<file path="config.mk">
export PLATFORM = sky130hd
export DESIGN_NAME = ntt_mem_arbiter
export DESIGN_NICKNAME = d
export VERILOG_FILES = /design/src/rtl/ntt_mem_pkg.sv /design/src/rtl/ntt_tag_fifo.sv /design/src/rtl/ntt_mem_arbiter.sv
export SDC_FILE = /design/constraint.sdc
export NUM_CORES = 1
export LEC_CHECK = 0
export CAP_MARGIN = 15
export CELL_PAD_IN_SITES_DETAIL_PLACEMENT = 1
export CELL_PAD_IN_SITES_GLOBAL_PLACEMENT = 1
export CORE_AREA = 2 2 338 340
export DETAILED_ROUTE_END_ITERATION = 12
export DIE_AREA = 0 0 340 342
export PLACE_DENSITY = 0.5
export SLEW_MARGIN = 20
export SYNTH_ARGS = -nofsm -noshare
export SYNTH_HDL_FRONTEND = slang
export SYNTH_SLANG_ARGS = --single-unit
</file>
<file path="constraint.sdc">
create_clock -name clk -period 5.1 [get_ports clk]
set_input_delay 1.02 -clock clk [delete_from_list [all_inputs] [get_ports clk]]
set_output_delay 1.02 -clock clk [all_outputs]
set_load 0.01 [all_outputs]
</file>
<file path="src/rtl/ntt_mem_pkg.sv">
// Shared definitions for the ntt_core memory arbiter slice: default widths,
// derived-width helpers and the fixed-width request record.
package ntt_mem_pkg;

    localparam int DEF_ADDR_W = 64;
    localparam int DEF_DATA_W = 64;
    localparam int DEF_IDX_W  = 2;

    // Width of a port index; a single bit is kept even for two ports
    function automatic int idx_w(input int numPorts);
        return (numPorts <= 2) ? 1 : $clog2(numPorts);
    endfunction

    // Width of a counter that has to reach maxCount inclusive
    function automatic int cnt_w(input int maxCount);
        return (maxCount < 1) ? 1 : $clog2(maxCount + 1);
    endfunction

    // Request record at the default widths, for code that needs a fixed type
    typedef struct packed {
        logic                  we;
        logic [DEF_ADDR_W-1:0] addr;
        logic [DEF_DATA_W-1:0] wdata;
        logic [DEF_IDX_W-1:0]  idx;
    } mem_req_t;

endpackage

</file>
<file path="src/rtl/ntt_tag_fifo.sv">
// Synchronous FIFO of requester tags, one entry per read accepted downstream.
// Entries leave in the same order memory returns read data.
module ntt_tag_fifo
    import ntt_mem_pkg::*;
#(
    parameter  int DEPTH = 4,
    parameter  int TAG_W = 2,
    localparam int PTR_W = (DEPTH > 1) ? $clog2(DEPTH) : 1,
    localparam int CNT_W = cnt_w(DEPTH)
)(
    input  logic             clk,
    input  logic             rst,
    input  logic             i_push,
    input  logic [TAG_W-1:0] i_pushTag,
    input  logic             i_pop,
    output logic [TAG_W-1:0] o_popTag,
    output logic             o_empty,
    output logic [CNT_W-1:0] o_count
);

    logic [TAG_W-1:0] r_mem [DEPTH];
    logic [PTR_W-1:0] r_wrPtr;
    logic [PTR_W-1:0] r_rdPtr;
    logic [CNT_W-1:0] r_count;

    logic w_empty;
    logic w_full;
    logic w_doPop;
    logic w_doPush;

    // Ignore pops on empty; a push on full is only taken if a pop frees a slot
    always_comb begin
        w_empty  = (r_count == '0);
        w_full   = (r_count == CNT_W'(DEPTH));
        w_doPop  = i_pop && !w_empty;
        w_doPush = i_push && (!w_full || w_doPop);
    end

    // Tag storage needs no reset; only the pointers define validity
    always_ff @(posedge clk) begin
        if (w_doPush) begin
            r_mem[r_wrPtr] <= i_pushTag;
        end
    end

    // Pointer and occupancy bookkeeping; simultaneous push and pop leave count alone
    always_ff @(posedge clk) begin
        if (rst) begin
            r_wrPtr <= '0;
            r_rdPtr <= '0;
            r_count <= '0;
        end else begin
            if (w_doPush) begin
                r_wrPtr <= (r_wrPtr == PTR_W'(DEPTH - 1)) ? '0 : r_wrPtr + PTR_W'(1);
            end
            if (w_doPop) begin
                r_rdPtr <= (r_rdPtr == PTR_W'(DEPTH - 1)) ? '0 : r_rdPtr + PTR_W'(1);
            end
            case ({w_doPush, w_doPop})
                2'b10:   r_count <= r_count + CNT_W'(1);
                2'b01:   r_count <= r_count - CNT_W'(1);
                default: r_count <= r_count;
            endcase
        end
    end

    assign o_popTag = r_mem[r_rdPtr];
    assign o_empty  = w_empty;
    assign o_count  = r_count;

endmodule

</file>
<file path="src/rtl/ntt_mem_arbiter.sv">
// Shares one downstream memory port among NUM_PORTS ntt_core ports.
// Round-robin, non-skipping pick into a single registered issue slot; read
// responses are routed back in issue order through a tag FIFO.
module ntt_mem_arbiter
    import ntt_mem_pkg::*;
#(
    parameter  int NUM_PORTS = 4,
    parameter  int ADDR_W    = DEF_ADDR_W,
    parameter  int DATA_W    = DEF_DATA_W,
    parameter  int MAX_OUTST = 4,
    localparam int IDX_W     = idx_w(NUM_PORTS),
    localparam int CNT_W     = cnt_w(MAX_OUTST)
)(
    input  logic                        clk,
    input  logic                        rst,
    input  logic [NUM_PORTS-1:0]        p_req,
    input  logic [NUM_PORTS-1:0]        p_we,
    input  logic [NUM_PORTS*ADDR_W-1:0] p_addr,
    input  logic [NUM_PORTS*DATA_W-1:0] p_wdata,
    output logic [NUM_PORTS-1:0]        p_gnt,
    output logic [NUM_PORTS-1:0]        p_valid,
    output logic [DATA_W-1:0]           p_rdata,
    output logic                        dn_req,
    output logic                        dn_we,
    output logic [ADDR_W-1:0]           dn_addr,
    output logic [DATA_W-1:0]           dn_wdata,
    input  logic                        dn_ack,
    input  logic                        dn_rvalid,
    input  logic [DATA_W-1:0]           dn_rdata,
    output logic [CNT_W-1:0]            outst,
    output logic                        err,
    output logic [63:0]                 grant_count
);

    typedef struct packed {
        logic              we;
        logic [ADDR_W-1:0] addr;
        logic [DATA_W-1:0] wdata;
        logic [IDX_W-1:0]  idx;
    } issue_t;

    issue_t               r_issue;
    logic                 r_issueValid;
    logic [NUM_PORTS-1:0] r_gnt;
    logic [NUM_PORTS-1:0] r_valid;
    logic [DATA_W-1:0]    r_rdata;
    logic [IDX_W-1:0]     r_ptr;
    logic [CNT_W-1:0]     r_outst;
    logic                 r_err;
    logic [63:0]          r_grantCount;

    logic [NUM_PORTS-1:0] w_elig;
    logic                 w_found;
    logic [IDX_W-1:0]     w_winIdx;
    logic [IDX_W-1:0]     w_cand;
    logic                 w_winWe;
    logic [ADDR_W-1:0]    w_winAddr;
    logic [DATA_W-1:0]    w_winWdata;
    logic [NUM_PORTS-1:0] w_winOneHot;
    logic                 w_accept;
    logic                 w_slotFree;
    logic                 w_capture;
    logic                 w_incr;

    logic                 w_tagEmpty;
    logic [CNT_W-1:0]     w_tagCount;
    logic [IDX_W-1:0]     w_popTag;
    logic                 w_push;
    logic                 w_pop;
    logic                 w_orphan;

    // Mask the port granted last cycle: its request is still up while it sees the grant
    assign w_elig = p_req & ~r_gnt;

    // First eligible port scanning upward from the round-robin pointer
    always_comb begin
        w_found  = 1'b0;
        w_winIdx = '0;
        w_cand   = '0;
        for (int k = 0; k < NUM_PORTS; k++) begin
            w_cand = IDX_W'((int'(r_ptr) + k) % NUM_PORTS);
            if (!w_found && w_elig[w_cand]) begin
                w_found  = 1'b1;
                w_winIdx = w_cand;
            end
        end
    end

    // Capture needs a free slot and, for reads, an unreserved response slot;
    // a blocked read winner stalls everyone so a later write cannot overtake it
    always_comb begin
        w_winWe     = p_we[w_winIdx];
        w_winAddr   = p_addr[int'(w_winIdx) * ADDR_W +: ADDR_W];
        w_winWdata  = p_wdata[int'(w_winIdx) * DATA_W +: DATA_W];
        w_winOneHot = NUM_PORTS'(1) << w_winIdx;
        w_accept    = r_issueValid && dn_ack;
        w_slotFree  = !r_issueValid || dn_ack;
        w_capture   = w_found && w_slotFree &&
                      (w_winWe || (r_outst < CNT_W'(MAX_OUTST)));
        w_incr      = w_capture && !w_winWe;
        w_push      = w_accept && !r_issue.we;
        w_pop       = dn_rvalid && (w_tagCount != '0);
        w_orphan    = dn_rvalid && w_tagEmpty;
    end

    ntt_tag_fifo #(
        .DEPTH (MAX_OUTST),
        .TAG_W (IDX_W)
    ) u_tagFifo (
        .clk       (clk),
        .rst       (rst),
        .i_push    (w_push),
        .i_pushTag (r_issue.idx),
        .i_pop     (w_pop),
        .o_popTag  (w_popTag),
        .o_empty   (w_tagEmpty),
        .o_count   (w_tagCount)
    );

    // Issue register: load on capture, drain on ack, otherwise hold dn_* stable
    always_ff @(posedge clk) begin
        if (rst) begin
            r_issueValid <= 1'b0;
            r_issue      <= '0;
        end else if (w_capture) begin
            r_issueValid <= 1'b1;
            r_issue      <= '{we: w_winWe, addr: w_winAddr, wdata: w_winWdata, idx: w_winIdx};
        end else if (w_accept) begin
            r_issueValid <= 1'b0;
        end
    end

    // Grant pulse, pointer advance and debug grant count
    always_ff @(posedge clk) begin
        if (rst) begin
            r_gnt        <= '0;
            r_ptr        <= '0;
            r_grantCount <= '0;
        end else if (w_capture) begin
            r_gnt        <= w_winOneHot;
            r_ptr        <= (w_winIdx == IDX_W'(NUM_PORTS - 1)) ? '0 : w_winIdx + IDX_W'(1);
            r_grantCount <= r_grantCount + 64'd1;
        end else begin
            r_gnt        <= '0;
        end
    end

    // Outstanding-read reservation: counted at capture, released at response
    always_ff @(posedge clk) begin
        if (rst) begin
            r_outst <= '0;
        end else begin
            case ({w_incr, w_pop})
                2'b10:   r_outst <= r_outst + CNT_W'(1);
                2'b01:   r_outst <= r_outst - CNT_W'(1);
                default: r_outst <= r_outst;
            endcase
        end
    end

    // Route read data to the oldest outstanding requester; orphan data sets the sticky error
    always_ff @(posedge clk) begin
        if (rst) begin
            r_valid <= '0;
            r_rdata <= '0;
            r_err   <= 1'b0;
        end else begin
            r_valid <= w_pop ? (NUM_PORTS'(1) << w_popTag) : '0;
            if (w_pop) begin
                r_rdata <= dn_rdata;
            end
            if (w_orphan) begin
                r_err <= 1'b1;
            end
        end
    end

    assign p_gnt       = r_gnt;
    assign p_valid     = r_valid;
    assign p_rdata     = r_rdata;
    assign dn_req      = r_issueValid;
    assign dn_we       = r_issue.we;
    assign dn_addr     = r_issue.addr;
    assign dn_wdata    = r_issue.wdata;
    assign outst       = r_outst;
    assign err         = r_err;
    assign grant_count = r_grantCount;

endmodule

</file>
=== Word-level counts from Yosys, hierarchy flattened ===
Memory sizes are Yosys's and may differ from the RTL's. A register that Yosys moved wholly into a read port is not among the register bits.
Index checks and enable logic that the tools add are counted.

* Register bits after elaboration: 281
* Bits in latches: 0
* Memory bits (writable): 8
* Memory bits (read-only): 0
* Output and inout bits: 270
* Logic and storage cells: 108
* Memories: 1

* Add/subtract/negate cells: 11
* $mul: 0
* Div/mod/pow operators: 0
* $lt $le $gt $ge: 6
* Eq/ne operators: 8
* Shift-type cells: 4
* Mux-type cells: 29
* Bitwise gates (word level): 4
* Reduce and logical (&&, ||, !) cells: 30

{| class="wikitable"
|+ Memory list
! memory !! words !! bits a word !! rd ports !! clocked after Yosys merged registers in !! wr ports !! RTL line !! source
|-
| u_tagFifo.r_mem || 4 || 2 || 1 || 1 || 1 || ntt_tag_fifo.sv:21 || <nowiki>logic [TAG_W-1:0] r_mem [DEPTH];</nowiki>
|}

{| class="wikitable"
|+ Operators with widths
! cell !! count
|-
| indexed part select 256 x 9 -> 64 bit || 2
|-
| adder 64 x 1 -> 64 bit (second input constant) || 1
|-
| 2-to-1 mux 2 bit || 9
|-
| less-than comparator 2 x 3 -> 1 bit (second input constant) || 5
|-
| 2-to-1 mux 1 bit || 13
|-
| logical AND 1 bit || 12
|-
| case mux 3 bit (2 select lines) || 2
|-
| binary-select mux 1 bit (select 2 bit) || 5
|-
| equality test 2 bit (second input constant) || 5
|-
| adder 2 x 1 -> 2 bit (second input constant) || 4
|-
| logical NOT 1 bit || 8
|-
| left shift 1 x 2 -> 4 bit (first input constant) || 2
|-
| adder 3 x 1 -> 3 bit (second input constant) || 2
|-
| nonzero test 2 bit || 3
|-
| subtractor 3 x 1 -> 3 bit (second input constant) || 2
|-
| adder 2 bit (second input constant) || 2
|-
| AND 4 bit || 1
|-
| equality test 2 x 1 -> 1 bit (second input constant) || 2
|-
| NOT 4 bit || 1
|-
| OR reduction 2 bit || 2
|-
| equality test 3 bit (second input constant) || 1
|-
| logical NOT 3 bit || 1
|-
| logical OR 1 bit || 3
|-
| less-than comparator 3 bit (second input constant) || 1
|-
| 2 further kinds || 3
|}

=== Depth between registers and ports, before layout ===
Gate-level depths: netlist of the first run.

* Depth after elaboration: 21
* Gate-level depth with buffers: 14

=== Modules after synthesis ===
A second synthesis of the first run with hierarchy kept.

* Cell total of the unflattened synthesis: 2392
* Area, all modules: 16102.9 µm²

{| class="wikitable"
|+ Modules (own cells, without submodules)
! module !! times used !! cells each !! area each (µm²)
|-
| ntt_mem_arbiter || 1 || 2319 || 15252.1
|-
| ntt_tag_fifo || 1 || 73 || 850.8
|}

=== Worst setup path before layout of the first run ===
Ideal clock, no wire load.

* Path type: input to register
* From: input port p_req[3]
* To: register r_outst[2], in the netlist outst[2]
* Library setup time: 0.070 ns
* Data arrival time: 3.764 ns
* Path slack: 1.266 ns
* Cell stages on the path: 14
* Buffers on the path: 2
* Cell sequence: nor2b_1 -> a311oi_1 -> or2_2 -> buf_2 -> o2111a_1 -> nor3_1 -> clkbuf_1 -> nand2_1 -> ha_1 -> inv_1 -> fa_1 -> xor2_1 -> or3_1 -> a21oi_1

* Longest elaborated chain between the ends: 20
* Elaborated cells between the ends (all ways): 34
* Classes of those cells: eq/ne: 2; mux: 19; bitwise: 1; reduce/logical: 12

{| class="wikitable"
|+ Ends and longest elaborated chain
! what !! RTL line !! source
|-
| start: declaration || ntt_mem_arbiter.sv:16 || <nowiki>input logic [NUM_PORTS-1:0] p_req,</nowiki>
|-
| AND 4 bit * || ntt_mem_arbiter.sv:73 || <nowiki>assign w_elig = p_req & ~r_gnt;</nowiki>
|-
| binary-select mux 1 bit (select 2 bit) || ntt_mem_arbiter.sv:82 || <nowiki>if (!w_found && w_elig[w_cand]) begin</nowiki>
|-
| 2-to-1 mux 1 bit (not written as such) || ntt_mem_arbiter.sv:82 ||
|-
| 2-to-1 mux 1 bit || ntt_mem_arbiter.sv:82 ||
|-
| logical NOT 1 bit || ntt_mem_arbiter.sv:82 ||
|-
| logical AND 1 bit || ntt_mem_arbiter.sv:82 ||
|-
| 2-to-1 mux 1 bit || ntt_mem_arbiter.sv:82 ||
|-
| logical NOT 1 bit || ntt_mem_arbiter.sv:82 ||
|-
| (+4 left out) || -- ||
|-
| 2-to-1 mux 2 bit || ntt_mem_arbiter.sv:82 ||
|-
| binary-select mux 1 bit (select 2 bit) || ntt_mem_arbiter.sv:92 || <nowiki>w_winWe = p_we[w_winIdx];</nowiki>
|-
| 2-to-1 mux 1 bit (not written as such) || ntt_mem_arbiter.sv:92 ||
|-
| logical OR 1 bit || ntt_mem_arbiter.sv:99 || <nowiki>(w_winWe || (r_outst < CNT_W'(MAX_OUTST)));</nowiki>
|-
| logical AND 1 bit || ntt_mem_arbiter.sv:98 || <nowiki>w_capture = w_found && w_slotFree &&</nowiki>
|-
| logical AND 1 bit * || ntt_mem_arbiter.sv:100 || <nowiki>w_incr = w_capture && !w_winWe;</nowiki>
|-
| equality test 2 x 1 -> 1 bit / equality test 2 bit (equally long branches) || ntt_mem_arbiter.sv:153 || <nowiki>case ({w_incr, w_pop})</nowiki>
|-
| case mux 3 bit (2 select lines) / nonzero test 2 bit (equally long branches) || -- ||
|-
| end signal: assignment || ntt_mem_arbiter.sv:154 || <nowiki>2'b10: r_outst <= r_outst + CNT_W'(1);</nowiki>
|-
| end signal: assignment || ntt_mem_arbiter.sv:155 || <nowiki>2'b01: r_outst <= r_outst - CNT_W'(1);</nowiki>
|-
| end signal: assignment || ntt_mem_arbiter.sv:156 || <nowiki>default: r_outst <= r_outst;</nowiki>
|-
| end: declaration || ntt_mem_arbiter.sv:48 || <nowiki>logic [CNT_W-1:0] r_outst;</nowiki>
|}

Every way passes the cells marked *; elsewhere a longest branch is shown, timed or not. The select of a mux whose other input is x is not followed.
A chain may end at the register's enable or synchronous reset.

=== Final worst setup path of the first run ===
* From: input port p_req[0]
* To: register r_outst[2], in the netlist outst[2]

Same word-level chain as after synthesis.

==> summary.md, run 1 <==
| Metric | Value |
|---|---|
| Status | finished, final reports clean |
| CTS tree | yes |
| Worst-Skew Late Latency | slightly below 0.6 ns |
| Multiplexer share of the synthesized area | less than 1% |
| Post-DP HPWL | 71000 µm |
| I/O pin total | approximately 860 |
| First-pass GRT wire length | between 100000 and 150000 µm |
| Worst setup EP type | register |
| Root Driver | clkbuf_16 |
| WS Path Type | in -> reg |
| Compound-cell area share of the yosys netlist | a little under a quarter |
| Cell area after synthesis | approximately 0.016 mm² |
| Psw | roughly 5.4 mW |
| Critical path's largest stage delay | 0.49 ns |
| Power, Total | 12.7 mW |
| Crit path launch type | primary input |
| Final Cell Area | ~0.026 mm² |
| Non-Filler Instances | about 4400 |
| Comb power frac | between 50% and 60% |
| Count leader, synth | nand2_1 |
| Required time worst endpoint | 5.62 ns |
| Final hold vios | 0 |
| RSZ-0062 raised after global routing | no |
| VDD IR-drop max | roughly 0.00025 V |
| Floorplan row count | ~120 |
| Avg Inst Size Synth | approximately 7.0 µm² |
| Layout Area Growth over Synthesis | 67.3% |
| Tcrit/Tclk final | just over 70% |
| Die height | approximately 340 µm |
| Clock Power Share | 23.9% |
| Setup TNS | 0 ns |
| Post-Syn Instances | 2244 |
| Synth top area share | a little over a third |
| EDFF count, synth | 8 |
| Post-CTS Resized | 0 |
| Synth top cells by count | nand2_1, a21oi_1, dfxtp_1 |
| # DRC | 0 |
| Clock transition at the registers of the reported paths | roughly 0.05 ns |
| Vias in the first global route | 18757 |
| Max Fclk | ~0.27 GHz |
| Drt pass-1 iters | 5 |
| Asr flop ratio synth | 0% |
| Internal power | between 7 and 8 mW |
| First DRT Iteration DRCs | around 690 |
| FF+latch area | just under 0.006 mm² |
| TritonCTS buffer count | 43 |
| Commonest register cell after synthesis | dfxtp_1 |
| Number of synthesized register bits | slightly below 300 |
| Cells after DPL | 4334 |
| Dominant cell type by area after synthesis | dfxtp_1 |
| Post-CTS Setup Repair Bufs | 0 |
| Xor/xnor share of the synthesized area | 0.278% |
| Layout cells sized above 1 | approximately 3.9% |
| Drt wl/cell | about 21 µm |
| Area occupied by multi-input gates | around 0.0081 mm² |
| Largest net degree at the start of global routing | 143 |
| Final setup viols | 0 |
| IO Port Bufs | roughly 860 |
| Sw frac | roughly 43% |
| Leakage Power | roughly 9.3 nW |
| Remaining global-route overflow | 0 |
| Critical Path Fanout Max | 23 |
| Post-synth cell types | 52 |
| Final net count | 3465 |
| Synth area leaders | dfxtp_1, nand2_1, a21oi_1, a32oi_1, buf_4 |
| DP Area | approximately 0.025 mm² |
| Post-synthesis simple-gate area fraction | a little over a quarter |
| Crit path max-delay family | simple AND/OR/NAND/NOR gates |
| Worst min path class | reg -> reg |
| DR vias/cell | slightly above 4 |
| Hold_buf cts | 0 |
| Worst-Margin Slew | 0.898 ns |
| Ys Warns | 0 |
| Maximum clock path buffer count | 3 |
| CP cell instances | clkdlybuf4s50_1, nand3b_1, a311oi_1, or2_4, o2111a_1, nor3_2, nand2_1, ha_1, inv_1, fa_1, xor2_1, or3_1, a21oi_1 |
| Min Clock Period, post-route | roughly 3.7 ns |
| Cell Pwr Density | 483 mW/mm² |
| Antenna Violating Nets Remaining | 0 |
| Post-synth net total | around 2800 |
| Dominant combinational cell family by area after synthesis | simple AND/OR/NAND/NOR gates |
| Sequential Power Share | 25.7% |
| CP max stage cell | clkdlybuf4s50_1 |
| Maxcap violations | 0 |
| Sink Count | between 200 and 300 |
| Core box area | ~0.11 mm² |
| Final Slew Violations | 0 |
| Die X | between 300 and 400 µm |
| Slew HR | 40.1% |
| Final GP Congestion | slightly above 0.8 |
| Post-synthesis adder-cell area fraction | less than 1% |
| CP Data Arrival Time | 4.24 ns |
| Initial antenna violation count | 29 |
| Layout Skew | approximately 0.024 ns |
| DIE AREA | about 0.12 mm² |
| Starting Density | between 10 and 15% |
| Routed WL | 93000 µm |
| Minimum hold slack | about 0.45 ns |
| Clock H-tree levels | 2 |
| Via count | 18277 |
| Total track usage | between 10% and 20% |
| Fillers | 13497 |
| Sequential share of the synthesized area | 37.4% |
| Buf/Inv on CP | 2 |
==> layout make-up <==
cell class                      instances  area share, %
Clock buffer                           66           4.94
Antenna cell                           14          0.133
Tap cell                             1512           7.17
Inverter                               28          0.455
Clock inverter                         10          0.460
Multi-Input combinational cell       1618           30.7
Sequential cell                       291           22.4
Timing Repair Buffer                  885           33.8
==> power by group through the flow <==
stage	combinational, mW	sequential, mW	clock, mW
after floorplan	3.86	3.26	0
after global placement	6.57	3.32	0
after detailed placement	6.59	3.34	0
after CTS	6.61	3.29	3.19
after global routing	7.11	3.36	3.27
final	6.42	3.27	3.04
==> worst paths after layout <==
| kind | startpoint | end | slack, ns | cells past startpoint |
|---|---|---|---|---|
| max | p_req[0] | outst[2] | 1.39 | 13 |
| min reg2reg | dn_wdata[44] | dn_wdata[44] | 0.45 | 2 |
| min | dn_wdata[44] | dn_wdata[44] | 0.45 | 2 |
| max reg2reg | p_gnt[0] | outst[2] | 1.88 | 12 |
==> routing by layer <==
layer	track usage (%)	vias up	part of all wire (%)
met1	18.0	8700	42
met3	6.11	124	8.6
li1	-	8881	-
met5	0	-	0.19
met4	4.06	28	2.0
met2	25.6	544	47
==> per-stage QoR <==
stage	util, %	setup WS (ns)
after floorplan	-	1.27
after global placement	22.0	0.697
after detailed placement	22.0	0.751
after global routing	23.3	1.20
after CTS	23.3	1.41
final	23.3	1.39
==> cells in the final DEF, fill, tap and decap left out, drive strengths merged, types with 4 or more instances in the layout <==
cell,instances
o31ai,26
buf,29
nor4,8
inv,29
nand2b,4
nor3,10
nor2,29
nand4b,6
clkbuf,66
and3,6
or3,27
or2,7
o41ai,4
and2,7
diode,14
o21ai,33
clkdlybuf4s50,856
and4,6
edfxtp,8
nand2,810
ha,8
nand4,14
clkinv,7
nand3,22
or4,29
nor2b,5
a21oi,392
a32oi,128
dfxtp,283
==> cell families after synthesis <==
kind of cell / Yosys count
simple gates: 998
flops: 291
mux: 6
compound gates: 599
buf+inv: 335
xor+xnor: 5
fa+ha+maj: 10
==> worst min-delay path, cell delays in order, from the launching register on <==
cell and delay, ns:
dfxtp_1 0.30, nand2_1 0.05, a21oi_1 0.05
==> state kept, by name (all words and copies together), names as in the netlist, 3 cells and up, named ones only <==
signal,count
dn_addr,64
dn_wdata,64
grant_count,64
outst,3
p_gnt,4
p_rdata,64
p_valid,4
u_tagFifo.o_count,3
u_tagFifo.r_mem,8
Power figures use the tool's default switching activity.
==> run 2, diff against run 1 <==
Clock period 5.1 ns to 3.7 ns, I/O delays scaled along.
==> run 2 against run 1 <==
Power increased by 40%. Final cell count is 0.77% higher. Worst hold slack lost 0.0011 ns. Critical path type unchanged. Largest cell class unchanged.
==> summary.md, run 2 (synthesized netlist as in run 1, its figures left out) <==
| Metric | Value |
|---|---|
| Max Fclk | 0.297 GHz |
| CP Data Arrival Time | 3.89 ns (-0.35 ns) |
| Sink Count | 291 (unchanged) |
| Starting Density | 13.9% (unchanged) |
| Layout cells sized above 1 | 5.34% (+1.4 points) |
| Total track usage | 15.2% (-0.050 points) |
| I/O pin total | 858 (unchanged) |
| Floorplan row count | 124 (unchanged) |
| Antenna Violating Nets Remaining | 0 (unchanged) |
| Sequential Power Share | 25.2% (-0.5 points) |
| Sw frac | 42.4% (-0.16 points) |
| Worst Setup EP | outst[2] |
| Clock transition at the registers of the reported paths | 0.06 ns (about the same) |
| TritonCTS buffer count | 42 (-2.3%) |
| Final core utilization | 23.6% (+0.31 points) |
| Root Driver | clkbuf_16 |
| Worst-Margin Slew | 0.850 ns (-0.0481 ns) |
| Most frequent cells in the layout | clkdlybuf4s50_1, nand2_1, a21oi_1 |
| Clock Power Share | 23.3% (-0.6 points) |
| Core box area | 0.113 mm² (unchanged) |
| Required time worst endpoint | 4.23 ns (-1.39 ns) |
| CTS tree | yes |
| Tcrit/Tclk final | 90.9% |
| Comb power frac | 51.5% (+1.1 points) |
| Hold_buf cts | 0 (unchanged) |
| Fillers | 13457 (-0.30%) |
| Psw | 7.57 mW (+40%) |
| Drt wl/cell | 20.8 µm (-1.0%) |
| Post-CTS Setup Repair Bufs | 0 (unchanged) |
| WS Path Type | in -> reg |
| Hold path depth | 2 (unchanged) |
| Min Clock Period, post-route | ~3.4 ns |
| Internal power | 10.3 mW (+41%) |
| Die X | 340 µm (unchanged) |
| Worst setup EP type | register |
| Maxcap violations | 0 (unchanged) |
| Largest net degree at the start of global routing | 119 (-17%) |
| Maximum clock path buffer count | 3 (unchanged) |
| Leakage Power | 9.48 nW (+2.4%) |
| Die height | 342 µm (unchanged) |
| Status | finished, final reports clean |
| Layout Area Growth over Synthesis | 69.5% |
| Initial antenna violation count | 19 (-34%) |
| Final setup viols | 0 (unchanged) |
| Drt pass-1 iters | 4 (-1) |
| VDD IR-drop max | 0.000496 V (+100%) |
| Via count | 18414 (+0.75%) |
| Worst-Skew Late Latency | 0.60 ns (about the same) |
| Setup TNS | 0 ns (unchanged) |
| Vias in the first global route | 18804 (+0.25%) |
| Final Slew Violations | 0 (unchanged) |
| Reg2reg end | outst[2] |
| Critical Path Fanout Max | 3 (-87%) |
| Most common cell after layout, fill and taps aside | clkdlybuf4s50_1 |
| Post-CTS Resized | 0 (unchanged) |
| Clock H-tree levels | 2 (unchanged) |
| Final GP Congestion | 0.824 (-0.70%) |
| Origin of the worst setup path | p_req[0] |
| RSZ-0062 raised after global routing | no |
| Final hold vios | 0 (unchanged) |
| Final net count | 3506 (+1.2%) |
| # DRC | 0 (unchanged) |
| Worst Reg2Reg Path Length in Cells | 12 (unchanged) |
| Post-DP HPWL | 72000 µm (+1.4%) |
| IO Port Bufs | 857 (unchanged) |
| Cell Pwr Density | 668 mW/mm² (+38%) |
| Worst R2R Start | r_ptr[1] |
| Routed WL | 92800 µm (-0.24%) |
| Reg2reg setup slack | 0.53 ns (-1.35 ns) |
| Worst min path class | reg -> reg |
| Remaining global-route overflow | 0 (unchanged) |
| Slew HR | 43.3% (+3.2 points) |
| Crit path launch type | primary input |
| First DRT Iteration DRCs | 674 (-2.0%) |
| Layout Skew | 0.0234 ns (-0.000325 ns) |
| DIE AREA | 0.116 mm² (unchanged) |
| DR vias/cell | 4.13 (about the same) |
| First-pass GRT wire length | 132000 µm (+0.19%) |
run 2: cell count changes in the layout (fill, tap and decap cells not counted):
cell and change:
buf_4 +35, diode_2 -8, buf_12 +7, clkinv_2 +6, clkbuf_8 -5, inv_6 +2, bufinv_16 +1, clkbuf_1 -1
clkbuf_16 -1, clkinv_4 -1, clkinvlp_4 -1
run 2: through the flow:
stage | hold WS (ns) | total power, mW | instance area (µm²) | worst slack, ns | instances
final | 0.452 | 17.8 | 26700 | 0.337 | 4458
after global routing | 0.470 | 19.3 | 26700 | 0.205 | 4456
after CTS | 0.454 | 18.3 | 26700 | 0.437 | 4452
after detailed placement | 0.446 | 14.0 | 25300 | -0.217 | 4376
after global placement | 0.441 | 14.0 | 25300 | -0.216 | 4376
after floorplan | 0.437 | 9.82 | 15800 | 0.146 | 2244
run 2: critical path, stage by stage:
cell and delay, ns:
clkdlybuf4s50_1 0.51, or4b_1 0.47, o21ai_0 0.16, o21ai_0 0.26, a21boi_0 0.21, mux2_2 0.29
nand2_1 0.06, ha_1 0.16, inv_1 0.06, fa_1 0.37, xor2_1 0.16, or3_1 0.31
a21oi_1 0.14
run 2: worst min-delay path by stage:
| stage | from | end |
|---|---|---|
| after floorplan | dn_addr[0] | dn_addr[0] |
| after global placement | dn_addr[35] | dn_addr[35] |
| after detailed placement | dn_wdata[37] | dn_wdata[37] |
| after CTS | dn_wdata[37] | dn_wdata[37] |
| after global routing | dn_addr[22] | dn_addr[22] |
| final | dn_wdata[27] | dn_wdata[27] |
run 2: final cells by class:
class | instances | area, µm² | share of cell area (%)
flip-flops and latches | 291 | 5910 | 22.1
well taps | 1512 | 1890 | 7.08
inverters | 28 | 120 | 0.449
diodes | 6 | 15.0 | 0.0562
clock inverters | 17 | 183 | 0.683
multi-input cells | 1618 | 8100 | 30.3
clock buffers | 59 | 1210 | 4.51
repair buffers | 927 | 9310 | 34.8
run 2: layer usage:
| metal | global-route usage (%) | up-vias | share of wire, % |
|---|---|---|---|
| met4 | 3.12 | 14 | 1.5 |
| met1 | 18.6 | 8831 | 43 |
| li1 | - | 8953 | - |
| met5 | 0 | - | 0.099 |
| met3 | 4.58 | 88 | 7.0 |
| met2 | 26.2 | 528 | 49 |
run 2: power by group through the flow:
stage                     logic, mW  clock network, mW  registers, mW
final                          9.20               4.16           4.50
after floorplan                5.32                  0           4.50
after detailed placement       9.42                  0           4.59
after global placement         9.43                  0           4.57
after CTS                      9.46               4.36           4.53
after global routing           10.2               4.47           4.62
